File: config.mk
export PLATFORM = sky130hd
export DESIGN_NAME = fetch_ctrl
export DESIGN_NICKNAME = d
export VERILOG_FILES = /design/src/rtl/fetch_ctrl.sv
export SDC_FILE = /design/constraint.sdc
export NUM_CORES = 1
export LEC_CHECK = 0
export CORE_MARGIN = 3
export CORE_UTILIZATION = 46
export CTS_CLUSTER_DIAMETER = 120
export DETAILED_ROUTE_END_ITERATION = 6
export GPL_ROUTABILITY_DRIVEN = 0
export GPL_TIMING_DRIVEN = 0
export PLACE_DENSITY = 0.83
export SLEW_MARGIN = 20
export SYNTH_ARGS = -nofsm -noshare
export SYNTH_HDL_FRONTEND = slang
export SYNTH_SLANG_ARGS = --single-unit
File: constraint.sdc
create_clock -name CLK -period 3.5 [get_ports CLK]
set_clock_uncertainty 0.15 [all_clocks]
set_input_delay 0.7 -clock CLK [delete_from_list [all_inputs] [get_ports CLK]]
set_output_delay 0.7 -clock CLK [all_outputs]
set_load 0.05 [all_outputs]
File: src/rtl/fetch_ctrl.sv
// fetch_ctrl: program-counter sequencing and instruction fetch for the SNACKS core,
// with start/done handshake and a saturating RUN-cycle counter.
module fetch_ctrl #(
    parameter int PC_W    = 8,
    parameter int INSTR_W = 9,
    parameter int CNT_W   = 16
) (
    input  logic               CLK,
    input  logic               reset,
    input  logic               start,
    input  logic [PC_W-1:0]    start_addr,
    output logic [PC_W-1:0]    imem_addr,
    input  logic [INSTR_W-1:0] imem_rdata,
    output logic [INSTR_W-1:0] instr,
    output logic               instr_valid,
    input  logic               stall,
    input  logic               branch_take,
    input  logic [PC_W-1:0]    branch_off,
    input  logic               jump_take,
    input  logic [PC_W-1:0]    jump_target,
    input  logic               halt,
    output logic [PC_W-1:0]    pc,
    output logic               done,
    output logic [CNT_W-1:0]   cycle_count
);
    localparam logic [1:0] IDLE   = 2'd0;
    localparam logic [1:0] RUN    = 2'd1;
    localparam logic [1:0] HALTED = 2'd2;

    logic [1:0]      state;
    logic [PC_W-1:0] pc_next;

    // jump outranks branch; offset add wraps naturally in PC_W bits
    always_comb pc_next = jump_take ? jump_target : branch_take ? pc + branch_off : pc + PC_W'(1);

    always_ff @(posedge CLK or posedge reset) begin
        if (reset) begin
            state       <= IDLE;
            pc          <= '0;
            cycle_count <= '0;
        end else if (state != RUN) begin
            if (start) begin
                state       <= RUN;
                pc          <= start_addr;
                cycle_count <= '0;
            end
        end else begin
            if (cycle_count != '1) cycle_count <= cycle_count + CNT_W'(1);
            if (!stall) begin
                if (halt) state <= HALTED;
                else pc <= pc_next;
            end
        end
    end

    assign imem_addr   = pc;
    assign instr_valid = state == RUN;
    assign done        = state == HALTED;
    assign instr       = instr_valid ? imem_rdata : '0;
endmodule

---- Word level (Yosys, flattened, before mapping) ----
Cells that the tools add are included.
operators by class
  multiplexer cells ....................... 14
  equality and inequality tests ........... 7
  add/subtract/negate cells ............... 3
  reduce and logical (&&, ||, !) cells .... 5
operator list
  operator               count
  $mux 16                3
  $mux 8                 6
  $add 16x1->16 const B  1
  $ne 16x16->1 const B   1
  $mux 9                 1
  $add 8x1->8 const B    1
  $add 8x8->8            1
  $mux 2                 4
  $ne 2x1->1 const B     3
  $reduce_and 3->1       2
  $reduce_bool 2->1      2
  $eq 2x1->1 const B     1
  $eq 2x2->1 const B     1
  $ne 2x2->1 const B     1
  $reduce_and 2->1       1
word-level totals
  input bits .............................. 40
  output and inout bits ................... 43
  register bits after elaboration ......... 26

---- Longest topological paths before layout ----
Gate-level depths: netlist (run 1).
  word-level depth ........................ 6
  depth in mapped cells ................... 9
  gate-level depth less buffers ........... 9

---- Worst setup path before layout (run 1) ----
Ideal clock, no wire load.
  path type ............................... register to output
  start point ............................. register state[1]
  end point ............................... output port instr[0]
  required time ........................... 2,650 ps
  buffers on the path ..................... 2
  data arrival time ....................... 1,888 ps
  slack ................................... 762 ps
  cell stages (with the launch flop) ...... 6
  cell sequence ........................... dfrtp_1 nand2b_1 buf_2 clkinv_1 clkbuf_1 and2_1
on the way
  longest elaborated chain between the ends .. 2
ends and longest elaborated chain
  what                    line  text
  from (decl)             30    logic [1:0] state;
  from (signal assigned)  38    state <= IDLE;
  from (signal assigned)  43    state <= RUN;
  from (signal assigned)  50    if (halt) state <= HALTED;
  $eq 2x1->1              57    assign instr_valid = state == RUN;
  via instr_valid         15    output logic instr_valid,
  $mux 9                  59    assign instr = instr_valid ? imem_rdata : '0;
  to (decl)               14    output logic [INSTR_W-1:0] instr,
The timed path passes the listed nets, and every way through them passes these cells.

---- Final worst setup path (run 1) ----
  start point ............................. register state[0]
  end point ............................... output port instr[8]
on the way
  longest elaborated chain between the ends .. 2
ends and longest elaborated chain
  what        line
  $eq 2x1->1  57
  $mux 9      59
Every way passes these cells.

==> key figures, run 1 <==
Floorplanning
  – Initial Util: 0.4990
  – Num ports: 83
  – Die X: 70.43 µm
  – Die height: 70.43 µm
  – Core area: 3826 µm²
  – Die area: 4960 µm²
  – Row Count: 22

Setup path
  – CP max stage cell: clkdlybuf4s50_1
  – Worst Path Arrival: 2.49 ns
  – Launch point of the worst reg-to-reg path: imem_addr[0]$_DFFE_PP0P_
  – Startpoint types: flip-flop
  – Setup CP Type: flip-flop to output pin
  – Critical-path cell list: nand2b_1 -> buf_2 -> clkinv_1 -> clkbuf_2 -> and2_1 -> clkdlybuf4s50_1
  – Worst Path Required: 2.65 ns
  – Worst Setup SP: state[0]$_DFFE_PP0P_
  – CP Buf/Inv Count: 4
  – Max incr delay on CP: 0.70 ns
  – Critical path's top delay family: buffers and inverters
  – Critical Path Sink Type: output pin
  – Critical path peak fanout: 10

Global routing
  – Initial antenna violation count: 0
  – GRT overflow: 0
  – First-pass GRT wire length: 9045 µm
  – Largest net degree at the start of global routing: 27
  – Vias in the first global route: 1996
  – GRT Resource Usage Total: 0.2208

Drt
  – DRC Markers: 0
  – Wire per inst: 15.28 µm
  – Via count: 1984
  – Via density: 5.605
  – ANT nets after route: 0
  – TritonRoute pass-1 iters: 4
  – Iter 0 DRT Violations: 127
  – Drt total wl: 5408 µm

Placement
  – Placed Instances: 350
  – IO Port Bufs: 81
  – Placed Area: 2780 µm²
  – DP Worst Slack: 0.2454 ns
  – HPWL after DPL: 4257 µm

Yosys
  – Mux cell area share after synthesis: 0.01638
  – Synth cell count leaders: dfrtp_1 (26), nand2_1 (23), o21ai_0 (16)
  – Register area share after synthesis: 0.3408
  – Syn Inst Count: 221
  – Most common flop cell mapped by yosys: dfrtp_1
  – Yosys synthesis warning count: 0
  – Post-synth EDFFs: 0
  – Synth Area in Simple Gates: 0.2529
  – Largest family of logic cells by synthesized area: simple AND/OR/NAND/NOR gates
  – Dominant cell type by area after synthesis: dfrtp_1
  – Register bit total from synthesis: 26
  – Synthesized area per cell: 8.640 µm²
  – Mapped cell area: 1909 µm²
  – Count leader, synth: dfrtp_1
  – Synth Area in Compound Gates: 0.2405
  – Share of the synthesized area in the top cell type: 0.3408
  – Netlist cell types: 54
  – Adder-Cell Fraction of Synth Area: 0.06291
  – Syn Nets: 270
  – Post-synthesis xor/xnor area fraction: 0.01835
  – Top post-synthesis cells by area: dfrtp_1 (34%), ha_1 (5.2%), and2_1 (4.9%)
  – Async SR Flop Fraction: 1.000

Timing
  – Final Cycle Share: 0.9553
  – Unrepaired setup endpoints after global routing: false
  – Post-route setup slack: 0.1565 ns
  – Post-layout min period: 3.343 ns
  – Setup TNS: 0 ns
  – Worst-Margin Slew: 0.9771 ns
  – Worst slew margin: 0.3446
  – Maximum clock frequency: 0.2991 GHz
  – Final Hold Viols: 0
  – # setup viols final: 0
  – Max-slew violation count: 0

Pwr
  – Int Pwr: 0.9384 mW
  – P_leak: 1.184 nW
  – Worst VDD drop: 0.5744 mV
  – Switching share of total power: 0.5027
  – NetSw: 0.9485 mW
  – PwrDens: 665.2 nW/µm²
  – Clk pwr share: 0.105
  – Flop pwr share: 0.248
  – Combinational power share: 0.647

Cells and area
  – Syn-to-layout area delta: 48.56%
  – Fraction of layout cells with a size suffix above 1: 0.08497
  – Non-Filler Instances: 354
  – # diodes: 0
  – Cell area after layout: 2836 µm²
  – Nets: 356

Clocking
  – Total CTS buffers: 3
  – Clock Pin Slew Worst Setup and Hold Paths: 0.09 ns
  – Setup Fix Bufs, Post-CTS: 0
  – # resized after CTS: 0
  – CTS tree: done
  – Clk Latency, worst-skew pair: 0.27 ns
  – CTS sink cnt: 26
  – CTS Hold Bufs: 0
  – Root Buffer: clkbuf_8
  – H-tree depth: 1
  – Clock tree buffer depth: 2

Run
  – Max-Cap Viols: 0

Run status
  – Status: finished, final reports clean

Min path
  – Min-Delay Startpoint: cycle_count[8]$_DFFE_PP0P_
  – Worst hold path class: flip-flop to flip-flop
area by class of cell:
class | count | area, µm²
Multi-Input combinational cell | 169 | 1129
Fill cell | 296 | 989.7
Timing Repair Buffer | 81 | 810.8
Sequential cell | 26 | 650.6
Buffer | 16 | 93.84
Tap cell | 48 | 60.06
Clock buffer | 4 | 55.05
Inverter | 10 | 37.54
routing by layer:
layer  up-vias  share of wire  wire (µm)  track usage
li1        978              -          -            -
met1       937           0.44       2356       0.2712
met2        67           0.51       2773       0.4023
met3         2          0.050        270      0.03309
met4         0         0.0013          7      0.04894
met5         -              0          0            0
logic make-up (layout without fill, tap and decap cells):
kind of cell | count (synthesis) | in the layout
compound gates | 68 | 68
xor+xnor | 4 | 4
fa+ha+maj | 9 | 9
buf+inv | 26 | 111
flops | 26 | 26
mux | 3 | 3
simple gates | 85 | 85
final timing paths:
path / to / slack (ns) / depth (start not counted)
max: instr[8] / 0.16 / 6
min: cycle_count[8]$_DFFE_PP0P_ / 0.37 / 1
max reg2reg: imem_addr[6]$_DFFE_PP0P_ / 1.13 / 8
min reg2reg: cycle_count[8]$_DFFE_PP0P_ / 0.37 / 1
max in group asynchronous: cycle_count[6]$_DFFE_PP0P_ / 2.06 / 2
min in group asynchronous: imem_addr[3]$_DFFE_PP0P_ / 0.68 / 2
layout by cell type (no fill, tap or decap), types with 2 or more instances in the layout:
cell type and instances:
clkbuf_8 4, inv_1 8, or4_1 2, xnor2_1 3
nor2b_1 3, a21o_1 4, dfrtp_1 26, and3_2 3
clkinv_1 2, nand3_1 10, o311ai_0 2, o41ai_1 2
clkbuf_1 3, and2_1 15, o31a_1 2, nor2_1 9
nand2_1 23, o21ai_0 16, buf_1 2, mux2i_1 2
nor3_1 2, clkdlybuf4s50_1 81, nand2b_1 6, a21oi_1 14
o211ai_1 6, buf_2 2, a31oi_1 8, buf_4 8
ha_1 8, o22ai_1 3
power by group through the flow:
stage | Combinational (mW) | Sequential (mW) | Clock [mW]
5_1_grt | 1.29 | 0.484 | 0.216
2_1_floorplan | 0.608 | 0.685 | 0
6_report | 1.22 | 0.468 | 0.199
4_1_cts | 1.22 | 0.466 | 0.201
3_5_place_dp | 1.22 | 0.470 | 0
3_3_place_gp | 1.20 | 0.466 | 0
registers in the layout, summed over array words and instances (netlist names):
name         count
cycle_count     16
imem_addr        8
state            2
per-stage QoR:
stage               hold WS (ns)  total power, mW  utilization
global route              0.4139            1.995       0.7413
CTS                       0.3717            1.892       0.7410
finish                    0.3721            1.887       0.7413
global placement          0.3364            1.667       0.7266
detailed placement        0.3539            1.691       0.7266
floorplan                 0.3555            1.294            -
Note: power is estimated with default switching activity, not from simulation.
==> run 2, diff against run 1 <==
- CAP_MARGIN: not set -> 20
==> key figures, run 2 (synthesized netlist as in run 1, its figures left out) <==
Run status
  – Status: finished, final reports clean

Timing
  – # setup viols final: 0 (unchanged)
  – Unrepaired setup endpoints after global routing: false
  – Setup TNS: 0 ns (unchanged)
  – Final Hold Viols: 0 (unchanged)
  – Maximum clock frequency: 0.3001 GHz (+0.33%)
  – Worst slew margin: 0.6035 (+0.2588)
  – Final Cycle Share: 0.9521 (-0.003167)
  – Post-route setup slack: 0.1676 ns (+0.01108 ns)
  – Max-slew violation count: 0 (unchanged)
  – Post-layout min period: 3.332 ns (-0.01108 ns)
  – Worst-Margin Slew: 0.5903 ns (-0.3868 ns)

Clocking
  – Clk Latency, worst-skew pair: 0.27 ns (about the same)
  – H-tree depth: 1 (unchanged)
  – CTS sink cnt: 26 (unchanged)
  – Clock Pin Slew Worst Setup and Hold Paths: 0.10 ns (about the same)
  – Setup Fix Bufs, Post-CTS: 0 (unchanged)
  – CTS Hold Bufs: 0 (unchanged)
  – Clock tree buffer depth: 2 (unchanged)
  – Total CTS buffers: 3 (unchanged)
  – # resized after CTS: 0 (unchanged)
  – CTS tree: done
  – Root Buffer: clkbuf_8

Global routing
  – GRT Resource Usage Total: 0.2208 (unchanged)
  – Largest net degree at the start of global routing: 27 (unchanged)
  – Initial antenna violation count: 0 (unchanged)
  – First-pass GRT wire length: 9045 µm (unchanged)
  – Vias in the first global route: 1996 (unchanged)
  – GRT overflow: 0 (unchanged)

Drt
  – TritonRoute pass-1 iters: 4 (unchanged)
  – Via density: 5.639 (+0.62%)
  – Wire per inst: 15.39 µm (+0.77%)
  – Via count: 2002 (+0.91%)
  – ANT nets after route: 0 (unchanged)
  – DRC Markers: 0 (unchanged)
  – Drt total wl: 5465 µm (+1.1%)
  – Iter 0 DRT Violations: 136 (+7.1%)

Setup path
  – Critical Path Sink Type: output pin
  – Startpoint types: flip-flop
  – Setup CP Type: flip-flop to output pin
  – Worst Setup SP: state[0]$_DFFE_PP0P_
  – Launch point of the worst reg-to-reg path: imem_addr[0]$_DFFE_PP0P_
  – Critical path peak fanout: 10 (unchanged)
  – Worst Path Required: 2.65 ns (about the same)
  – Worst Path Arrival: 2.48 ns (about the same)

Floorplanning
  – Die height: 70.43 µm (unchanged)
  – Die area: 4960 µm² (unchanged)
  – Die X: 70.43 µm (unchanged)
  – Core area: 3826 µm² (unchanged)
  – Initial Util: 0.4990 (unchanged)
  – Num ports: 83 (unchanged)
  – Row Count: 22 (unchanged)

Pwr
  – Worst VDD drop: 0.5704 mV (-0.69%)
  – PwrDens: 660.8 nW/µm² (-0.67%)
  – P_leak: 1.197 nW (+1.1%)
  – Total power: 1.892 mW (+0.29%)

Cells and area
  – # diodes: 0 (unchanged)
  – Most frequent cells in the layout: clkdlybuf4s50_1 (81), dfrtp_1 (26), nand2_1 (23), o21ai_0 (16), and2_1 (15)
  – Leading cell type in the layout, fill and taps excluded: clkdlybuf4s50_1
  – Syn-to-layout area delta: 50.00%
  – Max FFs per register: 16 (unchanged)
  – Final core occ: 0.7485 (+0.007194)
  – Fraction of layout cells with a size suffix above 1: 0.08795 (+0.002981)
  – Nets: 357 (+0.28%)
  – Largest Register: cycle_count

Min path
  – Min-Delay Startpoint: cycle_count[8]$_DFFE_PP0P_
  – Worst hold path class: flip-flop to flip-flop

Placement
  – IO Port Bufs: 81 (unchanged)
  – DP Worst Slack: 0.2454 ns (unchanged)
  – HPWL after DPL: 4257 µm (unchanged)

Run
  – Max-Cap Viols: 0 (unchanged)
-- run 2: path summary, 6_finish.rpt --
check                           slack (ns)                          to  cells after the start
min in group asynchronous             0.48    imem_addr[3]$_DFFE_PP0P_                      2
worst max-delay path                  0.17                    instr[8]                      6
worst min-delay path                  0.37  cycle_count[8]$_DFFE_PP0P_                      1
worst max register to register        1.16    imem_addr[6]$_DFFE_PP0P_                      8
worst min register to register        0.37  cycle_count[8]$_DFFE_PP0P_                      1
max in group asynchronous             2.34  cycle_count[7]$_DFFE_PP0P_                      3
-- run 2: layout make-up --
class,instances,area (µm²)
Tap cell,48,60.06
Timing Repair Buffer,82,838.3
Fill cell,291,962.2
Clock buffer,4,55.05
Multi-Input combinational cell,169,1129
Sequential cell,26,650.6
Inverter,10,37.54
Buffer,16,93.84
-- run 2: per-stage QoR --
| step | instances | hold slack (ns) | cell area, µm² |
|---|---|---|---|
| CTS | 354 | 0.3717 | 2835 |
| global route | 355 | 0.4139 | 2864 |
| global placement | 350 | 0.3364 | 2780 |
| floorplan | 221 | 0.3555 | 1909 |
| finish | 355 | 0.3733 | 2864 |
| detailed placement | 350 | 0.3539 | 2780 |
-- run 2: metal layers --
metal / part of all wire / global-route usage / vias up
li1: - / - / 976
met3: 0.065 / 0.03309 / 3
met5: 0 / 0 / -
met1: 0.42 / 0.2712 / 939
met4: 0.0042 / 0.04894 / 0
met2: 0.51 / 0.4023 / 84
-- run 2: worst max-delay path: stages (launching register included) --
cell             delay (ns)
dfrtp_1                0.41
nand2b_1               0.10
buf_2                  0.22
clkinv_1               0.28
clkbuf_2               0.30
and2_1                 0.20
clkdlybuf4s50_1        0.70
-- run 2: where the power goes --
group          internal (mW)  total (mW)  leakage, nW  switching (mW)
Combinational          0.471        1.23        0.832           0.754
Clock                  0.101       0.200       0.0288          0.0992
Sequential             0.371       0.467        0.336          0.0968
Total                  0.942        1.89         1.20           0.950
